### config.mk
export PLATFORM = sky130hd
export DESIGN_NAME = tap_sched_flat
export DESIGN_NICKNAME = d
export VERILOG_FILES = /design/src/rtl/flaf_ctrl_pkg.sv /design/src/rtl/tap_sched_if.sv /design/src/rtl/tap_buffer.sv /design/src/rtl/tap_sched.sv /design/src/flat_wrapper.sv
export SDC_FILE = /design/constraint.sdc
export NUM_CORES = 1
export LEC_CHECK = 0
export ABC_CLOCK_PERIOD_IN_PS = 3540
export CAP_MARGIN = 40
export CELL_PAD_IN_SITES_DETAIL_PLACEMENT = 0
export CELL_PAD_IN_SITES_GLOBAL_PLACEMENT = 1
export CORE_MARGIN = 1
export CORE_UTILIZATION = 50
export CTS_BUF_LIST = sky130_fd_sc_hd__clkbuf_4 sky130_fd_sc_hd__clkbuf_8 sky130_fd_sc_hd__clkbuf_16
export CTS_CLUSTER_SIZE = 24
export DETAILED_ROUTE_END_ITERATION = 7
export HOLD_SLACK_MARGIN = 0.06
export PLACE_DENSITY = 0.82
export SYNTH_ARGS = -nofsm -noshare
export SYNTH_HDL_FRONTEND = slang
export SYNTH_SLANG_ARGS = --single-unit
### constraint.sdc
create_clock -name clk -period 3.54 [get_ports clk]
set_input_delay 0.531 -clock clk [delete_from_list [all_inputs] [get_ports clk]]
set_output_delay 0.531 -clock clk [all_outputs]
set_load 0.005 [all_outputs]
### src/rtl/flaf_ctrl_pkg.sv
// Shared types and constants for the tap scheduler: FSM state encoding and
// the width of a delay-line index.
package flaf_ctrl_pkg;

    typedef enum logic {
        IDLE   = 1'b0,
        STREAM = 1'b1
    } state_e;

    localparam int TAPS_DEFAULT = 8;
    localparam int TAP_IDX_W    = $clog2(TAPS_DEFAULT);

    // Index width for an arbitrary delay-line length; never narrower than one bit.
    function automatic int idx_width(input int taps);
        return (taps > 1) ? $clog2(taps) : 1;
    endfunction

endpackage

### src/rtl/tap_sched_if.sv
// Sample-in / tap-out handshake bundle between the scheduler and its neighbours.
interface tap_sched_if
    import flaf_ctrl_pkg::*;
#(
    parameter int WIDTH = 16,
    parameter int TAPS  = TAPS_DEFAULT
);
    localparam int IW = idx_width(TAPS);

    logic [WIDTH-1:0] in_data;
    logic             in_valid;
    logic             in_ready;
    logic [WIDTH-1:0] tap_data;
    logic [IW-1:0]    tap_idx;
    logic             tap_valid;
    logic             tap_last;
    logic             tap_ready;
    logic             primed;

    modport master (
        output in_data, in_valid, tap_ready,
        input  in_ready, tap_data, tap_idx, tap_valid, tap_last, primed
    );

    modport slave (
        input  in_data, in_valid, tap_ready,
        output in_ready, tap_data, tap_idx, tap_valid, tap_last, primed
    );

endinterface

### src/rtl/tap_buffer.sv
// TAPS x WIDTH delay-line register file: one write port, one combinational
// read port, synchronous clear of every entry.
module tap_buffer
    import flaf_ctrl_pkg::*;
#(
    parameter int WIDTH = 16,
    parameter int TAPS  = TAPS_DEFAULT,
    parameter int AW    = idx_width(TAPS)
) (
    input  logic             clk,
    input  logic             clr,
    input  logic             we,
    input  logic [AW-1:0]    waddr,
    input  logic [WIDTH-1:0] wdata,
    input  logic [AW-1:0]    raddr,
    output logic [WIDTH-1:0] rdata
);

    logic [WIDTH-1:0] mem_q [TAPS];

    // Clearing every entry is what makes never-written taps read back as zero.
    always_ff @(posedge clk) begin
        if (clr) begin
            for (int i = 0; i < TAPS; i++) begin
                mem_q[i] <= '0;
            end
        end else if (we) begin
            mem_q[waddr] <= wdata;
        end
    end

    assign rdata = mem_q[raddr];

endmodule

### src/rtl/tap_sched.sv
// Delay-line tap scheduler: accepts one sample, then streams all TAPS delayed
// samples (newest first) to a shared downstream multiplier.
module tap_sched
    import flaf_ctrl_pkg::*;
#(
    parameter int WIDTH = 16,
    parameter int TAPS  = TAPS_DEFAULT
) (
    input  logic        clk,
    input  logic        reset,
    input  logic        flush,
    tap_sched_if.slave  bus
);

    localparam int             IW       = idx_width(TAPS);
    localparam int             FW       = IW + 1;
    localparam logic [FW-1:0]  FILL_MAX = FW'(TAPS);
    localparam logic [IW-1:0]  IDX_LAST = IW'(TAPS - 1);

    state_e          state_q, state_d;
    logic [IW-1:0]   wp_q, wp_d;
    logic [IW-1:0]   base_q, base_d;
    logic [IW-1:0]   idx_q, idx_d;
    logic [FW-1:0]   fill_q, fill_d;

    logic             clr;
    logic             is_stream;
    logic             accept;
    logic             xfer;
    logic             at_last;
    logic             tap_vld;
    logic [IW-1:0]    rd_addr;
    logic [WIDTH-1:0] rd_data;

    assign clr       = reset | flush;
    assign is_stream = (state_q == STREAM);
    assign accept    = ~is_stream & ~clr & bus.in_valid;
    assign xfer      = is_stream & bus.tap_ready;
    assign at_last   = (idx_q == IDX_LAST);
    // TAPS is a power of two, so plain IW-bit subtraction wraps modulo TAPS.
    assign rd_addr   = base_q - idx_q;

    always_comb begin
        state_d = state_q;
        wp_d    = wp_q;
        base_d  = base_q;
        idx_d   = idx_q;
        fill_d  = fill_q;
        if (clr) begin
            state_d = IDLE;
            wp_d    = '0;
            base_d  = '0;
            idx_d   = '0;
            fill_d  = '0;
        end else if (accept) begin
            base_d  = wp_q;
            wp_d    = wp_q + 1'b1;
            idx_d   = '0;
            fill_d  = (fill_q == FILL_MAX) ? fill_q : fill_q + 1'b1;
            state_d = STREAM;
        end else if (xfer) begin
            idx_d = idx_q + 1'b1;
            if (at_last) begin
                state_d = IDLE;
            end
        end
    end

    always_ff @(posedge clk) begin
        if (reset) begin
            state_q <= IDLE;
            wp_q    <= '0;
            base_q  <= '0;
            idx_q   <= '0;
            fill_q  <= '0;
        end else begin
            state_q <= state_d;
            wp_q    <= wp_d;
            base_q  <= base_d;
            idx_q   <= idx_d;
            fill_q  <= fill_d;
        end
    end

    tap_buffer #(
        .WIDTH (WIDTH),
        .TAPS  (TAPS),
        .AW    (IW)
    ) u_buf (
        .clk   (clk),
        .clr   (clr),
        .we    (accept),
        .waddr (wp_q),
        .wdata (bus.in_data),
        .raddr (rd_addr),
        .rdata (rd_data)
    );

    // Reset gates outputs combinationally so they read zero during the reset cycle itself.
    assign tap_vld       = is_stream & ~reset;
    assign bus.in_ready  = ~is_stream & ~clr;
    assign bus.tap_valid = tap_vld;
    assign bus.tap_last  = tap_vld & at_last;
    assign bus.tap_idx   = tap_vld ? idx_q : '0;
    assign bus.tap_data  = tap_vld ? rd_data : '0;
    assign bus.primed    = ~reset & (fill_q == FILL_MAX);

endmodule
### src/flat_wrapper.sv
// flat-port wrapper written by rule: the top's interface ports become plain ports
module tap_sched_flat import flaf_ctrl_pkg::*;
#(
    parameter int WIDTH = 16,
    parameter int TAPS  = TAPS_DEFAULT
)
  (clk, reset, flush, bus_in_data, bus_in_valid, bus_tap_ready, bus_in_ready, bus_tap_data, bus_tap_idx, bus_tap_valid, bus_tap_last, bus_primed);
  tap_sched_if #(.WIDTH(WIDTH), .TAPS(TAPS)) bus_i ();
  input  logic clk;
  input  logic reset;
  input  logic flush;
  input wire logic [$bits(bus_i.in_data)-1:0] bus_in_data;
  input wire logic [$bits(bus_i.in_valid)-1:0] bus_in_valid;
  input wire logic [$bits(bus_i.tap_ready)-1:0] bus_tap_ready;
  output wire logic [$bits(bus_i.in_ready)-1:0] bus_in_ready;
  output wire logic [$bits(bus_i.tap_data)-1:0] bus_tap_data;
  output wire logic [$bits(bus_i.tap_idx)-1:0] bus_tap_idx;
  output wire logic [$bits(bus_i.tap_valid)-1:0] bus_tap_valid;
  output wire logic [$bits(bus_i.tap_last)-1:0] bus_tap_last;
  output wire logic [$bits(bus_i.primed)-1:0] bus_primed;
  assign bus_i.in_data = bus_in_data;
  assign bus_i.in_valid = bus_in_valid;
  assign bus_i.tap_ready = bus_tap_ready;
  assign bus_in_ready = bus_i.in_ready;
  assign bus_tap_data = bus_i.tap_data;
  assign bus_tap_idx = bus_i.tap_idx;
  assign bus_tap_valid = bus_i.tap_valid;
  assign bus_tap_last = bus_i.tap_last;
  assign bus_primed = bus_i.primed;
  tap_sched #(.WIDTH(WIDTH), .TAPS(TAPS)) u_core (.clk(clk), .reset(reset), .flush(flush), .bus(bus_i));
endmodule
==> results of run 1 <==
==> report_power, final <==
| group | switching [µW] | internal (µW) | total, µW | leakage [µW] |
|---|---|---|---|---|
| Clock | 626 | 1050 | 1670 | 0.000276 |
| Sequential | 21.5 | 1890 | 1910 | 0.00154 |
| Combinational | 106 | 96.6 | 202 | 0.00117 |
| Total | 754 | 3030 | 3790 | 0.00298 |
==> layout make-up <==
type / instances / area (µm²) / share of cell area
timing repair buffer: 70 / 688 / 0.0862
clock buffer: 21 / 455 / 0.0571
clock inverter: 10 / 97.6 / 0.0122
tap: 172 / 215 / 0.0270
multi-input combinational: 272 / 2360 / 0.296
sequential: 142 / 4130 / 0.517
inverter: 10 / 37.5 / 0.00470
==> routing by layer <==
layer  wire [µm]  global-route usage
met5           0                   0
met4         338               0.105
met3         662              0.0494
met2        7210               0.377
met1        6030               0.297
==> how the worst max path moves through the flow <==
stage / startpoint / to
finish: u_core.idx_q[0] / bus_tap_data[6]
global route: u_core.idx_q[0] / bus_tap_data[8]
CTS: u_core.idx_q[0] / bus_tap_data[6]
detailed placement: u_core.idx_q[0] / bus_tap_data[6]
global placement: u_core.idx_q[0] / bus_tap_data[5]
floorplan: flush / u_core.u_buf.mem_q[7][0]
==> worst min-delay path, stage by stage (launching register included) <==
cell	delay, ps
sky130_fd_sc_hd__dfxtp_1	310
sky130_fd_sc_hd__nand3_1	60
sky130_fd_sc_hd__nand2_1	50
==> cells by family (layout without fill, tap and decap cells) <==
group	Yosys count	in the layout	share of synthesized area
xor+xnor	3	3	0.00603
compound gates	14	14	0.0105
fa+ha+maj	7	7	0.0143
simple gates	200	200	0.190
flops	142	142	0.621
mux	48	48	0.133
buf+inv	38	111	0.0256
==> cell usage after synthesis (all sizes together), types with 2 or more instances <==
library cell and n:
inv 10, nand3 9, nand2b 8, mux4 32, and4 2, mux2i 16, or3 2, clkbuf 22
a21oi 7, ha 6, nor2 22, o21ai 7, nand2 14, nor3 2, edfxtp 128, nor4 4
buf 6, dfxtp 14, and2 131
==> per-stage QoR <==
| stage | hold slack, ps | total power (µW) |
|---|---|---|
| 3_5_place_dp | 452 | 2150 |
| 2_1_floorplan | 435 | 2040 |
| 4_1_cts | 460 | 3810 |
| 5_1_grt | 481 | 3900 |
| 6_report | 461 | 3790 |
| 3_3_place_gp | 447 | 2140 |
==> layout by cell type, fill, tap and decap left out, types with 7 or more instances in the layout <==
cell type | synthesis | layout
sky130_fd_sc_hd__mux4_2 | 32 | 32
sky130_fd_sc_hd__a21oi_1 | 7 | 7
sky130_fd_sc_hd__inv_1 | 10 | 10
sky130_fd_sc_hd__buf_4 | 0 | 23
sky130_fd_sc_hd__nand2b_1 | 8 | 8
sky130_fd_sc_hd__and2_1 | 131 | 131
sky130_fd_sc_hd__nand2_1 | 14 | 14
sky130_fd_sc_hd__clkdlybuf4s50_1 | 0 | 43
sky130_fd_sc_hd__mux2i_1 | 16 | 14
sky130_fd_sc_hd__edfxtp_1 | 128 | 128
sky130_fd_sc_hd__nor2_1 | 22 | 22
sky130_fd_sc_hd__clkbuf_16 | 0 | 18
sky130_fd_sc_hd__nand3_1 | 9 | 9
sky130_fd_sc_hd__dfxtp_1 | 14 | 13
==> state kept, by name, summed over array words and instances, names as in the netlist <==
| register | count |
|---|---|
| u_core.u_buf.mem_q | 128 |
| u_core.fill_q | 4 |
| u_core.base_q | 3 |
| u_core.idx_q | 3 |
| u_core.wp_q | 3 |
| u_core.is_stream | 1 |
==> impl_results.md, run 1 <==
- Number of distinct standard cells referenced by the synthesized netlist: 31
- Maximum number of buffers from clock root to sink: 2
- Critical R2R Capture: u_core.u_buf.mem_q[3][2]
- Clock latency of the later-clocked register in the worst-skew pair: 410 ps
- Setup TNS: 0 ps
- Total buffers and inverters traversed by the critical path: 3
- Clock tree root buffer cell: sky130_fd_sc_hd__clkbuf_16
- Vias per cell: 5.43
- Worst flop-to-flop path startpoint: u_core.is_stream
- CTS HTree Levels: 4
- Series of cell instances along the critical path: ha_2, inv_1, fa_2, buf_12, mux4_2, mux2i_2, nor2_1, clkdlybuf4s50_1
- Antenna violations before repair: 0
- Crit path capture type: output pin
- Arrival time worst endpoint: 2840 ps
- Pin count of the biggest net entering global routing: 33
- Share of final-layout standard cells stronger than drive strength 1: 0.187
- Setup Viol. Count Final: 0
- Clock Skews: 5.57 ps
- Area of all placed cells without fillers: 7980 µm²
- Path category of the worst min-delay check: flop to flop
- Die Span X: 117 µm
- Clock transition at path regs: 50 ps
- Final estimated routing congestion in global placement: 0.746
- Unrepaired setup endpoints after global routing: false
- Final Util: 0.625
- I/O Buffers: 43
- Slowest cell on the critical path: sky130_fd_sc_hd__fa_2
- TritonCTS Buffers: 17
- Post-synthesis cell type with the largest combined area: sky130_fd_sc_hd__edfxtp_1
- Remaining Overflow, GRT: 0
- Cell total after placement: 665
- Hold depth: 2
- Standard-cell row count: 41
- Starting density of the core: 0.520
- Number of hold buffers added after cts: 0
- Top flip-flop cell by instance count after synthesis: sky130_fd_sc_hd__edfxtp_1
- DRC violation count after routing: 0
- Number of synthesized flops with an enable pin: 128
- Remaining max-slew budget at the tightest pin: 0.460
- Period minus WS final: 3370 ps
- Setup Crit Path Kind: flop to output pin
- Fillers: 913
- Worst vdd rail ir drop: 227 µV
- Slack of the worst reg-to-reg path: 1220 ps
- Post-Syn Nets: 480
- Synth Register Bits: 142
- Ports: 44
- Number of logic stages on the critical path including buffering: 8
- Post-Route WL: 14200 µm
- Antenna cells: 0
- Detailed router's first-iteration violation count: 242
- Seq/Total Area, Yosys: 0.621
- Post-CTS resize count: 0
- Cell area after synthesis: 6640 µm²
- HPWL after DPL: 8830 µm
- Data required time at the worst endpoint: 3010 ps
- Cell depth of the worst flop-to-flop path: 5
- Area inside the core boundary: 12800 µm²
- Area growth from synthesis to final layout: 20.1%
- TritonCTS clock tree: built
- Slew Viols, Final: 0
- Via total after detailed routing: 3786
- Cell types with the largest area share after synthesis: sky130_fd_sc_hd__edfxtp_1 (58%), sky130_fd_sc_hd__and2_1 (12%), sky130_fd_sc_hd__mux4_2 (11%), sky130_fd_sc_hd__dfxtp_1 (4.2%), sky130_fd_sc_hd__mux2i_1 (2.4%)
- Max-capacitance violation count: 0
- Finished Layout Cells: 697
- Destination of the worst hold path: u_core.base_q[2]
- Routed len/inst: 20.4 µm
- Pre-CTS setup slack: 518 ps
- Proportion of register bits with asynchronous set or reset after synthesis: 0
- Launch point of the worst hold path: u_core.base_q[2]
- Post-CTS Setup Bufs: 0
- Setup slack after layout: 168 ps
- TritonRoute pass-1 iters: 4
- Sink count of the clock tree: 142
- Kind of cell with the highest combined delay on the critical path: adder cells
- Count of yosys warnings during synthesis: 0
- Maximum achievable frequency: 297 MHz
- Largest fanout on the critical path: 16
- Die area: 13700 µm²
- Chip Height: 117 µm
- Top cell type's share of synthesized area: 0.579
- Result of the run: completed
- Vias in the first global route: 3937
- Total GRT Usage: 0.231
- CP Launch Type: flop
- Worst Tran Pin Value: 807 ps
- Gate count after technology mapping: 452
- Standby leakage power: 0.00298 µW
- Worst path max stage delay: 610 ps
- Dpl cell area: 7390 µm²
- Mean area per synthesized cell: 14.7 µm²
- Antenna-violating nets left: 0
- Pwr Density: 475 nW/µm²
- NumNets Final: 541
- Hold violation count in the final report: 0
- First-pass GRT wire length: 22000 µm
- Fraction of the cycle the final worst path needs: 0.953
Power figures use the tool's default switching activity.
==> run 2: changes to the inputs <==
--- a/config.mk
+++ b/config.mk
@@ -12,7 +12,7 @@
 export CORE_MARGIN = 1
 export CORE_UTILIZATION = 50
 export CTS_BUF_LIST = sky130_fd_sc_hd__clkbuf_4 sky130_fd_sc_hd__clkbuf_8 sky130_fd_sc_hd__clkbuf_16
-export CTS_CLUSTER_SIZE = 24
+export CTS_CLUSTER_SIZE = 28
 export DETAILED_ROUTE_END_ITERATION = 7
 export HOLD_SLACK_MARGIN = 0.06
 export PLACE_DENSITY = 0.82
==> results of run 2 <==
The final DEF is identical to that of run 1; final timing and power are the same.
==> run 3: changes to the inputs <==
--- a/config.mk
+++ b/config.mk
@@ -5,10 +5,11 @@
 export SDC_FILE = /design/constraint.sdc
 export NUM_CORES = 1
 export LEC_CHECK = 0
-export ABC_CLOCK_PERIOD_IN_PS = 3540
+export ABC_CLOCK_PERIOD_IN_PS = 3300
 export CAP_MARGIN = 40
 export CELL_PAD_IN_SITES_DETAIL_PLACEMENT = 0
 export CELL_PAD_IN_SITES_GLOBAL_PLACEMENT = 1
+export CORE_ASPECT_RATIO = 1.75
 export CORE_MARGIN = 1
 export CORE_UTILIZATION = 50
 export CTS_BUF_LIST = sky130_fd_sc_hd__clkbuf_4 sky130_fd_sc_hd__clkbuf_8 sky130_fd_sc_hd__clkbuf_16
@@ -16,6 +17,7 @@
 export DETAILED_ROUTE_END_ITERATION = 7
 export HOLD_SLACK_MARGIN = 0.06
 export PLACE_DENSITY = 0.82
+export SKIP_CTS_REPAIR_TIMING = 1
 export SYNTH_ARGS = -nofsm -noshare
 export SYNTH_HDL_FRONTEND = slang
 export SYNTH_SLANG_ARGS = --single-unit
==> constraint.sdc (replaced) <==
create_clock -name clk -period 3.3 [get_ports clk]
set_input_delay 0.495 -clock clk [delete_from_list [all_inputs] [get_ports clk]]
set_output_delay 0.495 -clock clk [all_outputs]
set_load 0.005 [all_outputs]
==> run 3 against run 2 <==
Compared with the run above:
- final cell count is 1.4% higher
- utilization is 0.60 points higher
- register-to-register slack worse by 270 ps
- critical endpoint is now bus_tap_data[12]
- highest routed layer unchanged
- sequential power is 7% higher
- clock skew is 0.83 ps lower
- critical path depth is 2 higher
- largest cell class unchanged
- clock power is 15% higher
==> impl_results.md, run 3 (same netlist as run 1, synthesis figures left out) <==
- Commonest cells after routing, fill and taps aside: sky130_fd_sc_hd__and2_1 (131), sky130_fd_sc_hd__edfxtp_1 (128), sky130_fd_sc_hd__mux4_2 (32) (was sky130_fd_sc_hd__and2_1 (131), sky130_fd_sc_hd__edfxtp_1 (128), sky130_fd_sc_hd__clkdlybuf4s50_1 (43))
- Area growth from synthesis to final layout: 22.9% (was 20.1%)
- Data required time at the worst endpoint: 2800 ps (was 3010 ps)
- Final estimated routing congestion in global placement: 0.787 (was 0.746)
- Period minus WS final: 3230 ps
- Result of the run: completed (unchanged)
- Antenna violations before repair: 0 (unchanged)
- Chip Height: 154 µm (was 117 µm)
- Comb pwr share: 0.053 (about the same)
- CP Launch Type: flop (unchanged)
- Sw power: 925 µW (was 754 µW)
- Proportion of power drawn by flip-flops and latches: 0.488 (was 0.504)
- Starting density of the core: 0.513 (was 0.520)
- Setup Crit Path Kind: flop to output pin (unchanged)
- I/O Buffers: 43 (unchanged)
- Antenna-violating nets left: 0 (unchanged)
- Remaining max-slew budget at the tightest pin: 0.639 (was 0.460)
- Largest fanout on the critical path: 6 (was 16)
- Clock Skews: 4.74 ps (was 5.57 ps)
- Remaining Overflow, GRT: 0 (unchanged)
- Post-Route WL: 14800 µm (was 14200 µm)
- Max-capacitance violation count: 0 (unchanged)
- Pwr Density: 514 nW/µm² (was 475 nW/µm²)
- Share of final-layout standard cells stronger than drive strength 1: 0.213 (was 0.187)
- Cell total after placement: 670 (was 665)
- Finished Layout Cells: 707 (was 697)
- Slack of the worst reg-to-reg path: 950 ps (was 1220 ps)
- Top Registers: u_core.u_buf.mem_q: 128 flops, u_core.fill_q: 4 flops (unchanged)
- Leading cell type in the layout, fill and taps excluded: sky130_fd_sc_hd__and2_1 (unchanged)
- Vias in the first global route: 4067 (was 3937)
- Series of cell instances along the critical path: ha_2, inv_1, fa_2, clkbuf_16, buf_6, buf_4, mux4_2, mux2i_1, nor2_1, dlymetal6s2s_1 (was ha_2, inv_1, fa_2, buf_12, mux4_2, mux2i_2, nor2_1, clkdlybuf4s50_1)
- Setup Viol. Count Final: 0 (unchanged)
- Slew Viols, Final: 0 (unchanged)
- Pin count of the biggest net entering global routing: 33 (unchanged)
- Number of flip-flops under the largest register name: 128 (unchanged)
- Via total after detailed routing: 3851 (was 3786)
- Total GRT Usage: 0.229 (was 0.231)
- Ports: 44 (unchanged)
- Crit path capture type: output pin (unchanged)
- Worst vdd rail ir drop: 385 µV (was 227 µV)
- Cell Int Power: 3270 µW (was 3030 µW)
- Clock latency of the later-clocked register in the worst-skew pair: 420 ps (was 410 ps)
- HPWL after DPL: 9310 µm (was 8830 µm)
- Fraction of the cycle the final worst path needs: 0.979
- First-pass GRT wire length: 21800 µm (was 22000 µm)
- Standby leakage power: 0.00334 µW (was 0.00298 µW)
- Routed len/inst: 20.9 µm (was 20.4 µm)
- Slowest cell on the critical path: sky130_fd_sc_hd__fa_2 (unchanged)
- Clock tree root buffer cell: sky130_fd_sc_hd__clkbuf_16 (unchanged)
- Arrival time worst endpoint: 2740 ps (was 2840 ps)
- Largest register by flop count: u_core.u_buf.mem_q (unchanged)
- Kind of cell with the highest combined delay on the critical path: adder cells (unchanged)
- Area inside the core boundary: 12900 µm² (was 12800 µm²)
- Detailed router's first-iteration violation count: 303 (was 242)
- TritonCTS Buffers: 17 (unchanged)
- Share of total power in the clock network: 0.459 (was 0.442)
- Maximum achievable frequency: 309 MHz
- Hold violation count in the final report: 0 (unchanged)
- Area of all placed cells without fillers: 8160 µm² (was 7980 µm²)
- Worst path max stage delay: 670 ps (was 610 ps)
- Standard-cell row count: 55 (was 41)
- Worst Tran Pin Value: 540 ps (was 807 ps)
- TritonCTS clock tree: built (unchanged)
- Switch share: 0.221 (was 0.199)
- Clock transition at path regs: 60 ps (was 50 ps)
- Dpl cell area: 7430 µm² (was 7390 µm²)
- Maximum number of buffers from clock root to sink: 2 (unchanged)
- Vias per cell: 5.45 (was 5.43)
- TritonRoute pass-1 iters: 4 (unchanged)
- Path category of the worst min-delay check: flop to flop (unchanged)
- Total buffers and inverters traversed by the critical path: 5 (was 3)
- Die Span X: 89.1 µm (was 117 µm)
- Antenna cells: 0 (unchanged)
- CTS HTree Levels: 4 (unchanged)
- Sink count of the clock tree: 142 (unchanged)
- DRC violation count after routing: 0 (unchanged)
- Die area: 13800 µm² (was 13700 µm²)
- NumNets Final: 551 (was 541)
-- run 3: through the flow --
stage	worst slack, ps	hold slack, ps	power (µW)	utilization	setup TNS, ps
floorplan	662	435	2190	-	0
global placement	352	461	2300	0.575	0
detailed placement	325	453	2310	0.575	0
CTS	-122	464	4220	0.621	-867
global route	-12.1	481	4300	0.631	-12.1
finish	67.7	462	4190	0.631	0
-- run 3: power groups by stage --
stage / Sequential [µW] / Clock (µW) / Combinational (µW)
finish: 2050 / 1920 / 222
global route: 2050 / 2010 / 238
CTS: 2050 / 1950 / 221
detailed placement: 2090 / 0 / 220
global placement: 2080 / 0 / 218
floorplan: 2070 / 0 / 116
-- run 3: tightest hold or removal path, stage by stage, from the launching register on --
cell	delay, ps
sky130_fd_sc_hd__dfxtp_1	310
sky130_fd_sc_hd__nand3_1	60
sky130_fd_sc_hd__nand2_1	50
-- run 3: layer usage --
| metal | part of all wire | wire length, µm | global-route usage |
|---|---|---|---|
| met5 | 0 | 0 | 0 |
| met4 | 0.033 | 494 | 0.115 |
| met3 | 0.051 | 748 | 0.0475 |
| met2 | 0.56 | 8260 | 0.406 |
| met1 | 0.36 | 5270 | 0.250 |
-- run 3: cell type report --
cell class / instances / area (µm²)
repair buffers: 80 / 825
clock buffers: 17 / 425
inverters: 10 / 37.5
clock inverters: 15 / 174
fillers: 1051 / 4780
multi-input cells: 272 / 2360
well taps: 171 / 214
flip-flops and latches: 142 / 4130
-- run 3: final timing paths --
check,depth (start not counted),start,endpoint
hold reg to reg,2,u_core.base_q[2],u_core.base_q[2]
setup reg to reg,4,u_core.is_stream,u_core.u_buf.mem_q[0][1]
hold / removal,2,u_core.base_q[2],u_core.base_q[2]
setup / recovery,10,u_core.idx_q[0],bus_tap_data[12]
